## config.mk

```make
export PLATFORM = sky130hd
export DESIGN_NAME = pc_sequencer_flat
export DESIGN_NICKNAME = d
export VERILOG_FILES = /design/src/rtl/ezrisc_pkg.sv /design/src/rtl/pc_sequencer_if.sv /design/src/rtl/gp_register.sv /design/src/rtl/pc_target_calc.sv /design/src/rtl/pc_sequencer.sv /design/src/flat_wrapper.sv
export SDC_FILE = /design/constraint.sdc
export NUM_CORES = 1
export LEC_CHECK = 0
export ABC_CLOCK_PERIOD_IN_PS = 2900
export CORE_ASPECT_RATIO = 0.6
export CORE_MARGIN = 3
export CORE_UTILIZATION = 52
export DETAILED_ROUTE_END_ITERATION = 8
export PLACE_DENSITY = 0.81
export SYNTH_ARGS = -nofsm -noshare
export SYNTH_HDL_FRONTEND = slang
export SYNTH_SLANG_ARGS = --single-unit
```

## constraint.sdc

```tcl
create_clock -name clk -period 2.9 [get_ports clk]
set_input_delay 0.725 -clock clk [delete_from_list [all_inputs] [get_ports clk]]
set_output_delay 0.725 -clock clk [all_outputs]
set_load 0.02 [all_outputs]
```

## src/rtl/ezrisc_pkg.sv

```systemverilog
// ezrisc_pkg: definitions shared by the PC / branch sequencing path.
//   br_type_e : branch kinds carried on br_type
//   br_state_e: states of the branch resolution FSM
//   IR field positions and the link register index
package ezrisc_pkg;

   typedef enum logic [1:0] {
      BR_COND = 2'b00,
      BR_JR   = 2'b01,
      BR_JAL  = 2'b10,
      BR_RSVD = 2'b11
   } br_type_e;

   typedef enum logic [1:0] {
      ST_IDLE     = 2'b00,
      ST_WAIT_CON = 2'b01,
      ST_APPLY    = 2'b10
   } br_state_e;

   // IR fields: C2 selects the branch condition, OFFSET is the branch displacement
   localparam int IR_C2_HI     = 22;
   localparam int IR_C2_LO     = 19;
   localparam int IR_OFFSET_HI = 18;
   localparam int IR_OFFSET_LO = 0;

   // jal writes its return address to this register
   localparam logic [3:0] LINK_REG = 4'd15;

endpackage

```

## src/rtl/pc_sequencer_if.sv

```systemverilog
// pc_sequencer_if: control-side inputs and PC/branch-status outputs of the
// PC sequencer.
//   master: drives pc_inc, br_start, br_type, ir, rega_data, con_out
//   slave : drives pc, br_busy, br_done, br_taken, link_we, link_data, inc_drop
interface pc_sequencer_if #(
   parameter int REG_SIZE = 32
);
   logic                pc_inc;
   logic                br_start;
   logic [1:0]          br_type;
   logic [REG_SIZE-1:0] ir;
   logic [REG_SIZE-1:0] rega_data;
   logic                con_out;
   logic [REG_SIZE-1:0] pc;
   logic                br_busy;
   logic                br_done;
   logic                br_taken;
   logic                link_we;
   logic [REG_SIZE-1:0] link_data;
   logic                inc_drop;

   modport master (
      output pc_inc, br_start, br_type, ir, rega_data, con_out,
      input  pc, br_busy, br_done, br_taken, link_we, link_data, inc_drop
   );

   modport slave (
      input  pc_inc, br_start, br_type, ir, rega_data, con_out,
      output pc, br_busy, br_done, br_taken, link_we, link_data, inc_drop
   );
endinterface

```

## src/rtl/gp_register.sv

```systemverilog
// gp_register: general-purpose load-enabled register with synchronous reset.
//   clk, reset : clock, synchronous active-high reset (loads RST_VAL)
//   en, d      : load enable and data
//   q          : register contents
module gp_register #(
   parameter int               WIDTH   = 32,
   parameter logic [WIDTH-1:0] RST_VAL = '0
) (
   input  logic             clk,
   input  logic             reset,
   input  logic             en,
   input  logic [WIDTH-1:0] d,
   output logic [WIDTH-1:0] q
);
   always_ff @(posedge clk) begin
      if (reset)   q <= RST_VAL;
      else if (en) q <= d;
   end
endmodule

```

## src/rtl/pc_target_calc.sv

```systemverilog
// pc_target_calc: combinational branch target resolution.
//   pc, offset, rega_data : current PC, branch displacement, R[Ra]
//   br_type, con_out      : branch kind and condition flag
//   next_pc, taken        : redirected PC and whether a redirect happens
module pc_target_calc
   import ezrisc_pkg::*;
#(
   parameter int REG_SIZE = 32,
   parameter int OFFSET_W = 19
) (
   input  logic [REG_SIZE-1:0] pc,
   input  logic [OFFSET_W-1:0] offset,
   input  logic [REG_SIZE-1:0] rega_data,
   input  br_type_e            br_type,
   input  logic                con_out,
   output logic [REG_SIZE-1:0] next_pc,
   output logic                taken
);
   logic [REG_SIZE-1:0] off_sx;

   assign off_sx = {{(REG_SIZE-OFFSET_W){offset[OFFSET_W-1]}}, offset};

   always_comb begin
      next_pc = pc;
      taken   = 1'b0;
      case (br_type)
         BR_COND: begin
            // add wraps modulo 2^REG_SIZE by construction
            next_pc = pc + off_sx;
            taken   = con_out;
         end
         BR_JR, BR_JAL: begin
            next_pc = rega_data;
            taken   = 1'b1;
         end
         default: begin
            next_pc = pc;
            taken   = 1'b0;
         end
      endcase
   end
endmodule

```

## src/rtl/pc_sequencer.sv

```systemverilog
// pc_sequencer: owns the program counter; resolves cond branch / jr / jal in a
// fixed three-state sequence (IDLE -> WAIT_CON -> APPLY -> IDLE).
//   clk, reset : clock, synchronous active-high reset
//   bus        : pc_sequencer_if slave (requests in, PC and branch status out)
module pc_sequencer
   import ezrisc_pkg::*;
#(
   parameter int                  REG_SIZE = 32,
   parameter int                  OFFSET_W = 19,
   parameter logic [REG_SIZE-1:0] RESET_PC = '0
) (
   input  logic            clk,
   input  logic            reset,
   pc_sequencer_if.slave   bus
);
   br_state_e           state, state_nxt;
   logic                start_acc, apply;
   br_type_e            lat_type;
   logic [OFFSET_W-1:0] lat_off;
   logic [REG_SIZE-1:0] lat_rega;
   logic [REG_SIZE-1:0] pc_q, pc_d, tgt_pc;
   logic                pc_en, tgt_taken;
   logic                done_q, taken_q, link_we_q, inc_drop_q;
   logic [REG_SIZE-1:0] link_q;
   logic                unused_ir;

   // only the offset field of ir is consumed here
   assign unused_ir = ^bus.ir[REG_SIZE-1:OFFSET_W];

   always_ff @(posedge clk) begin
      if (reset) state <= ST_IDLE;
      else       state <= state_nxt;
   end

   always_comb begin
      state_nxt = state;
      start_acc = 1'b0;
      apply     = 1'b0;
      case (state)
         ST_IDLE: begin
            if (bus.br_start) begin
               state_nxt = ST_WAIT_CON;
               start_acc = 1'b1;
            end
         end
         // CON is loaded in the br_start cycle; give it one cycle to settle
         ST_WAIT_CON: state_nxt = ST_APPLY;
         ST_APPLY: begin
            state_nxt = ST_IDLE;
            apply     = 1'b1;
         end
         default: state_nxt = ST_IDLE;
      endcase
   end

   // con_out is taken live in APPLY; everything else comes from the latch
   pc_target_calc #(.REG_SIZE(REG_SIZE), .OFFSET_W(OFFSET_W)) u_tgt (
      .pc        (pc_q),
      .offset    (lat_off),
      .rega_data (lat_rega),
      .br_type   (lat_type),
      .con_out   (bus.con_out),
      .next_pc   (tgt_pc),
      .taken     (tgt_taken)
   );

   // br_start wins over pc_inc; increments only happen from a quiet IDLE
   always_comb begin
      pc_en = 1'b0;
      pc_d  = pc_q + REG_SIZE'(1);
      if (apply && tgt_taken) begin
         pc_en = 1'b1;
         pc_d  = tgt_pc;
      end else if (state == ST_IDLE && !bus.br_start && bus.pc_inc) begin
         pc_en = 1'b1;
      end
   end

   gp_register #(.WIDTH(REG_SIZE), .RST_VAL(RESET_PC)) u_pc (
      .clk   (clk),
      .reset (reset),
      .en    (pc_en),
      .d     (pc_d),
      .q     (pc_q)
   );

   always_ff @(posedge clk) begin
      if (reset) begin
         lat_type   <= BR_COND;
         lat_off    <= '0;
         lat_rega   <= '0;
         done_q     <= 1'b0;
         taken_q    <= 1'b0;
         link_we_q  <= 1'b0;
         link_q     <= '0;
         inc_drop_q <= 1'b0;
      end else begin
         if (start_acc) begin
            lat_type <= br_type_e'(bus.br_type);
            lat_off  <= bus.ir[OFFSET_W-1:0];
            lat_rega <= bus.rega_data;
         end
         done_q     <= apply;
         taken_q    <= apply && tgt_taken;
         link_we_q  <= apply && (lat_type == BR_JAL);
         // pc_q here is already past any increments issued before the branch
         if (apply && lat_type == BR_JAL) link_q <= pc_q;
         inc_drop_q <= bus.pc_inc && (state != ST_IDLE || bus.br_start);
      end
   end

   assign bus.pc        = pc_q;
   assign bus.br_busy   = (state != ST_IDLE);
   assign bus.br_done   = done_q;
   assign bus.br_taken  = taken_q;
   assign bus.link_we   = link_we_q;
   assign bus.link_data = link_q;
   assign bus.inc_drop  = inc_drop_q;
endmodule

```

## src/flat_wrapper.sv

```systemverilog
// flat-port wrapper written by rule: the top's interface ports become plain ports
module pc_sequencer_flat import ezrisc_pkg::*;
#(
   parameter int                  REG_SIZE = 32,
   parameter int                  OFFSET_W = 19,
   parameter logic [REG_SIZE-1:0] RESET_PC = '0
)
  (clk, reset, bus_pc_inc, bus_br_start, bus_br_type, bus_ir, bus_rega_data, bus_con_out, bus_pc, bus_br_busy, bus_br_done, bus_br_taken, bus_link_we, bus_link_data, bus_inc_drop);
  pc_sequencer_if #(.REG_SIZE(REG_SIZE)) bus_i ();
  input  logic clk;
  input  logic reset;
  input wire logic [$bits(bus_i.pc_inc)-1:0] bus_pc_inc;
  input wire logic [$bits(bus_i.br_start)-1:0] bus_br_start;
  input wire logic [$bits(bus_i.br_type)-1:0] bus_br_type;
  input wire logic [$bits(bus_i.ir)-1:0] bus_ir;
  input wire logic [$bits(bus_i.rega_data)-1:0] bus_rega_data;
  input wire logic [$bits(bus_i.con_out)-1:0] bus_con_out;
  output wire logic [$bits(bus_i.pc)-1:0] bus_pc;
  output wire logic [$bits(bus_i.br_busy)-1:0] bus_br_busy;
  output wire logic [$bits(bus_i.br_done)-1:0] bus_br_done;
  output wire logic [$bits(bus_i.br_taken)-1:0] bus_br_taken;
  output wire logic [$bits(bus_i.link_we)-1:0] bus_link_we;
  output wire logic [$bits(bus_i.link_data)-1:0] bus_link_data;
  output wire logic [$bits(bus_i.inc_drop)-1:0] bus_inc_drop;
  assign bus_i.pc_inc = bus_pc_inc;
  assign bus_i.br_start = bus_br_start;
  assign bus_i.br_type = bus_br_type;
  assign bus_i.ir = bus_ir;
  assign bus_i.rega_data = bus_rega_data;
  assign bus_i.con_out = bus_con_out;
  assign bus_pc = bus_i.pc;
  assign bus_br_busy = bus_i.br_busy;
  assign bus_br_done = bus_i.br_done;
  assign bus_br_taken = bus_i.br_taken;
  assign bus_link_we = bus_i.link_we;
  assign bus_link_data = bus_i.link_data;
  assign bus_inc_drop = bus_i.inc_drop;
  pc_sequencer #(.REG_SIZE(REG_SIZE), .OFFSET_W(OFFSET_W), .RESET_PC(RESET_PC)) u_core (.clk(clk), .reset(reset), .bus(bus_i));
endmodule
```

==> out/results.txt, run 1 <==
status: completed
grt ovf: 0
Max Root-Sink Buffers: 2
Worst Setup Path Type: register to register
final setup vio count: 0
Antenna diodes: 0
H-tree levels: 4
Clock Pin Slew Worst Setup and Hold Paths: 0.06 ns
largest net degree at the start of global routing: 76
FF-to-FF End: u_core.u_pc.q[16]
initial antenna violation count: 0
HP Class: register to register
number of cells produced by synthesis: 884
layout cells sized above 1: 11.2%
Worst Hold Depth: 2
Slew headroom: 46.9%
gr usage total: 29.4%
Avg WL per Cell: 17.6 um
# port buffers: 126
Worst EP arrival: 3.08 ns
R2R Setup Slk: 0.14 ns
Die Ht: 94.7 um
Synth warnings: 0
min Tclk post-route: 2.76 ns
Synth Cell Area: 6810 um^2
most numerous cell in the Yosys netlist: nand2_1
synth top area cells: dfxtp_1 36%, nand2_1 12%, a21oi_1 9.1%
Pins Over Slew Limit: 0
Routed WL: 21300 um
CORE AREA: 12400 um^2
final net count: 1136
net count of the mapped netlist: 991
Worst setup SP type: register
Placer Congestion: 0.936
Fin Hold WS: 0.452 ns
drc violations: 0
Crit. End Element: register
drt pass-1 iters: 5
die width: 154 um
hold path endpoint: u_core.bus.link_data[27]
Leak: 3.45 nW
row count: 31
starting density of the core: 54.9%
period utilization: 95.3%
CP peak stage delay: 0.40 ns
vias in the first global route: 6657
count of different cell masters after synthesis: 60
via count: 6996
setup TNS: 0 ns
clk_lat worst skew: 0.42 ns
CTS sink count: 123
Hold Buf Count CTS: 0
Die ar.: 14600 um^2
Power Dens Cells: 482 nW/um^2
Max Cap Violations: 0
Worst Max-Slew Pin Slew: 0.796 ns
worst-path cell chain: ha_1, fa_2, a21oi_2, o211ai_1, nand2_1, a21oi_2, buf_4, o21a_1, o21a_1, or3_1, a221oi_1
VDD IR max: 0.426 mV
Max stage delay cell, worst path: fa_2
EDFF count, synth: 0
first-pass GRT wire length: 34300 um
dpl hpwl: 14900 um
post-synth top area share: 36.1%
RSZ-0062 raised after global routing: false
vias per cell: 5.80
CP Max Fanout: 3
post-synthesis register bit count: 123
CTS tree: done
num ports: 140
ys async rst share: 0%
Final ANT Viol Nets: 0
required time worst endpoint: 3.22 ns
Area growth, synth to finish: 32.9%
syn avg cell area: 7.71 um^2
hold path start: u_core.bus.link_data[27]
Final Skew: 0.00955 ns
final hold vios: 0
Root Driver: clkbuf_16
Synth area leader: dfxtp_1
initial drt markers: 635
cts bufs inserted: 17
Synth Flop Type: dfxtp_1
r2r startpoint: u_core.lat_off[0]
Synth top cells by count: 212 x nand2_1, 124 x a21oi_1, 123 x dfxtp_1
worst-case reg-to-reg path depth: 11
Fmax: 0.362 GHz
sequential area share after synthesis: 36.1%
-- area by class of cell --
cell class / count / area [um^2]
inverter: 13 / 48.8
clock buffer: 18 / 439
multi-input combinational: 699 / 4130
timing repair buffer: 175 / 1660
clock inverter: 14 / 98.8
sequential: 123 / 2460
tap: 165 / 206
fill: 1008 / 3360
-- power breakdown --
part / internal, mW / switching, mW
logic: 0.273 / 0.357
clock network: 1.11 / 0.814
registers: 1.76 / 0.0498
-- per-stage QoR --
stage / power [mW] / cells / util, % / setup slack [ns] / instance area, um^2
4_1_cts: 4.37 / 1207 / 72.8 / 0.0453 / 9040
3_5_place_dp: 2.45 / 1175 / 68.5 / 0.0284 / 8500
5_1_grt: 4.53 / 1207 / 72.9 / 0.0227 / 9050
6_report: 4.36 / 1207 / 72.9 / 0.135 / 9050
3_3_place_gp: 2.44 / 1175 / 68.5 / 0.0388 / 8500
2_1_floorplan: 2.19 / 884 / - / 0.245 / 6810
-- worst max-delay path: cells and delay by family (launching register included) --
| kind | cells | cell delay (ns) |
|---|---|---|
| and+or+nand+nor | 2 | 0.51 |
| AOI/OAI and AO/OA | 6 | 1.06 |
| adders and majority gates | 2 | 0.62 |
| DFF | 1 | 0.33 |
| buffers and inverters | 1 | 0.15 |
-- state kept, by name, summed over array words and instances, names as in the netlist --
signal and flops:
u_core.bus.br_done 1, u_core.bus.br_taken 1, u_core.bus.inc_drop 1, u_core.bus.link_data 32, u_core.bus.link_we 1, u_core.lat_off 19
u_core.lat_rega 32, u_core.lat_type 2, u_core.state 2, u_core.u_pc.q 32
-- kinds of logic (layout without fill, tap and decap cells) --
group / count (synthesis) / after routing / share of synthesized area (%)
compound gates: 244 / 244 / 22.4
xor+xnor: 54 / 54 / 6.94
fa+ha+maj: 36 / 36 / 6.72
buf+inv: 62 / 220 / 3.45
flops: 123 / 123 / 36.1
mux: 4 / 4 / 0.588
simple gates: 361 / 361 / 23.8
-- cell usage in the layout, fill, tap and decap left out, drive strengths merged, types with 15 or more instances in the layout --
cell	instances
a211oi	31
a21o	15
a21oi	127
buf	50
clkbuf	18
clkdlybuf4s50	125
dfxtp	123
ha	35
inv	15
nand2	212
nand3	22
nor2	54
nor3	18
o21ai	30
xnor2	29
xor2	25
-- timing repair --
item,CTS,global route
buffers inserted,0,0
resized for setup,0,5
setup endpoints to repair,0,8
-- worst max-delay path by stage --
stage                       from                end  slack, ns  cells after the start
3_3_place_gp        bus_br_start  u_core.u_pc.q[25]       0.04                      9
3_5_place_dp        bus_br_start  u_core.u_pc.q[25]       0.03                      9
5_1_grt        u_core.u_pc.q[10]  u_core.u_pc.q[25]       0.02                     10
2_1_floorplan   u_core.u_pc.q[0]  u_core.u_pc.q[28]       0.25                     11
4_1_cts         u_core.u_pc.q[0]  u_core.u_pc.q[16]       0.05                     11
6_report       u_core.lat_off[0]  u_core.u_pc.q[16]       0.14                     11
-- routing by layer --
layer  part of all wire [%]  up-vias  global-route usage (%)
met1                     50     3287                    43.6
met4                    1.3        0                    8.45
met3                    7.9       33                    6.55
met2                     41      293                    42.7
met5                      0        -                       0
li1                       -     3383                       -
(Power assumes the default switching activity.)
==> inputs of run 2 (changes only) <==
--- a/config.mk
+++ b/config.mk
@@ -6,6 +6,7 @@
 export NUM_CORES = 1
 export LEC_CHECK = 0
 export ABC_CLOCK_PERIOD_IN_PS = 2900
+export CAP_MARGIN = 40
 export CORE_ASPECT_RATIO = 0.6
 export CORE_MARGIN = 3
 export CORE_UTILIZATION = 52
==> results of run 2 <==
No change in the layout: final DEF, timing and power equal those of run 1.
==> inputs of run 3 (changes only) <==
--- a/config.mk
+++ b/config.mk
@@ -8,7 +8,6 @@
 export ABC_CLOCK_PERIOD_IN_PS = 2900
 export CAP_MARGIN = 40
 export CORE_ASPECT_RATIO = 0.6
-export CORE_MARGIN = 3
 export CORE_UTILIZATION = 52
 export DETAILED_ROUTE_END_ITERATION = 8
 export PLACE_DENSITY = 0.81
==> run 3 against run 2 <==
Net effect: core utilization grew 0.15 points; sequential power about the same; die area fell by 6.7%; global-route usage grew 1.6 points; hold slack better by 0.00069 ns; via count is 2.1% lower; non-clock buffer count did not move; critical path depth is the same; worst setup slack got worse by 0.0045 ns; combinational power decreased by 2%; largest cell class unchanged; largest power group unchanged; highest routed layer unchanged.
==> out/results.txt, run 3 (same netlist as run 1, synthesis figures left out) <==
Pins Over Slew Limit: 0 (unchanged)
Final Skew: 0.00936 ns (-0.000189 ns)
Placer Congestion: 0.928 (-0.88%)
final net count: 1136 (unchanged)
Internal Pwr Total: 3.25 mW (+3.6%)
grt ovf: 0 (unchanged)
placed cells: 1173 (-0.17%)
Leak: 3.46 nW (+0.30%)
Worst Max-Slew Pin Slew: 0.786 ns (-0.00981 ns)
post-placement setup slack: -0.0197 ns (-0.0481 ns)
vias in the first global route: 6423 (-3.5%)
most frequent cells in the layout: 212 x nand2_1, 125 x clkdlybuf4s50_1, 122 x a21oi_1, 122 x dfxtp_1, 51 x nor2_1
VDD IR max: 0.408 mV (-4.3%)
Flop pwr share: 40.9% (-0.5 points)
Max stage delay cell, worst path: a21oi_2
CP Max Fanout: 4 (+1)
most used cell along the critical path: a21oi_2
Clock power frac: 45.0% (+0.8 points)
clk_lat worst skew: 0.42 ns (about the same)
Power Dens Cells: 486 nW/um^2 (+0.82%)
Fin Hold WS: 0.452 ns (+0.000689 ns)
Crit. End Element: register
final worst setup slack: 0.131 ns (-0.00452 ns)
vias per cell: 5.68 (-2.0%)
drt pass-1 iters: 5 (unchanged)
worst-case reg-to-reg path depth: 11 (unchanged)
R2R Setup Slk: 0.13 ns (about the same)
die width: 150 um (-2.6%)
Avg WL per Cell: 16.7 um (-5.2%)
period utilization: 95.5% (+0.16 points)
drc violations: 0 (unchanged)
Max Cap Violations: 0 (unchanged)
r2r startpoint: u_core.lat_off[0]
Area growth, synth to finish: 33.1%
Fmax: 0.361 GHz (-0.16%)
final setup vio count: 0 (unchanged)
row count: 31 (unchanged)
CP peak stage delay: 0.34 ns (-0.06 ns)
first-pass GRT wire length: 32900 um (-4.0%)
CTS sink count: 123 (unchanged)
HP Class: register to register
PnR Total Power: 4.41 mW (+1.0%)
min Tclk post-route: 2.77 ns (+0.00452 ns)
Routed WL: 20100 um (-5.4%)
sw frac: 26.2% (-1.8 points)
Worst EP arrival: 3.09 ns (about the same)
final hold vios: 0 (unchanged)
gr usage total: 31.0% (+1.6 points)
Max Root-Sink Buffers: 2 (unchanged)
# port buffers: 126 (unchanged)
via count: 6848 (-2.1%)
Largest delay share family, worst path: compound AO/OA/AOI/OAI gates
FF-to-FF End: u_core.u_pc.q[30]
initial drt markers: 642 (+1.1%)
Worst Hold Depth: 2 (unchanged)
largest net degree at the start of global routing: 125 (+64%)
Slew headroom: 47.6% (+0.65 points)
Root Driver: clkbuf_16
Die Ht: 90.7 um (-4.2%)
crit path buf inv count: 0 (-1)
cts bufs inserted: 17 (unchanged)
most common cell after layout, fill and taps aside: nand2_1
Worst setup SP type: register
Stages on worst setup path: 11 (unchanged)
Die ar.: 13600 um^2 (-6.7%)
Worst Setup Path Type: register to register
Clock Pin Slew Worst Setup and Hold Paths: 0.06 ns (about the same)
Final ANT Viol Nets: 0 (unchanged)
CTS tree: done
crit path to: u_core.u_pc.q[30]
worst-path cell chain: ha_1, fa_1, a21oi_2, o211ai_1, nand2_1, a21oi_2, a2111oi_4, a211oi_2, and4_4, nor3_2, o41ai_2
setup TNS: 0 ns (unchanged)
filler-free cell count of the finished design: 1205 (-0.17%)
Antenna diodes: 0 (unchanged)
CORE AREA: 12400 um^2 (unchanged)
net switching power: 1.15 mW (-5.5%)
status: completed
dpl hpwl: 14000 um (-5.7%)
crit path from: u_core.lat_off[0]
Logic pwr share: 14.1% (-0.3 points)
Fill cells: 1001 (-0.69%)
starting density of the core: 54.9% (unchanged)
H-tree levels: 4 (unchanged)
initial antenna violation count: 0 (unchanged)
layout cells sized above 1: 10.9% (-0.36 points)
num ports: 140 (unchanged)
RSZ-0062 raised after global routing: false
required time worst endpoint: 3.22 ns (about the same)
-- run 3: worst min-delay path by stage --
| stage | start | endpoint | slack [ns] |
|---|---|---|---|
| floorplan | u_core.lat_rega[24] | u_core.lat_rega[24] | 0.43 |
| global placement | u_core.lat_rega[28] | u_core.lat_rega[28] | 0.44 |
| detailed placement | u_core.bus.link_data[5] | u_core.bus.link_data[5] | 0.45 |
| CTS | u_core.bus.link_data[14] | u_core.bus.link_data[14] | 0.45 |
| global route | u_core.bus.link_data[14] | u_core.bus.link_data[14] | 0.47 |
| finish | u_core.bus.link_data[17] | u_core.bus.link_data[17] | 0.45 |
-- run 3: power groups by stage --
stage | Combinational, mW | Sequential (mW) | Clock (mW)
finish | 0.620 | 1.80 | 1.98
global route | 0.676 | 1.81 | 2.10
CTS | 0.614 | 1.80 | 1.99
detailed placement | 0.606 | 1.84 | 0
global placement | 0.595 | 1.84 | 0
floorplan | 0.332 | 1.86 | 0
-- run 3: cell type report --
type / instances / area [um^2] / share of cell area [%]
clock buffers: 22 / 474 / 5.23
clock inverters: 8 / 70.1 / 0.772
inverters: 13 / 48.8 / 0.538
multi-input cells: 699 / 4140 / 45.7
flip-flops and latches: 123 / 2460 / 27.2
well taps: 165 / 206 / 2.28
repair buffers: 175 / 1660 / 18.3
-- run 3: tightest hold or removal path, stage by stage (launching register included) --
cell     delay, ns
dfxtp_1       0.30
nand2_1       0.05
a21oi_1       0.05
-- run 3: what timing repair did --
action	CTS	global route
gates resized for setup	0	6
endpoints found under the setup margin	0	6
hold buffers	0	0
setup buffers	0	2
-- run 3: metal layers --
layer	up-vias	wire length, um	part of all wire (%)	track usage, %
li1	3381	-	-	-
met1	3152	9880	49	46.4
met2	284	8240	41	43.8
met3	31	1730	8.6	6.57
met4	0	281	1.4	9.09
met5	-	0	0	0
-- run 3: through the flow --
step,utilization (%),area (um^2)
final,73.1,9070
after global routing,73.1,9070
after CTS,72.8,9030
after detailed placement,68.4,8490
after global placement,68.4,8490
after floorplan,-,6810
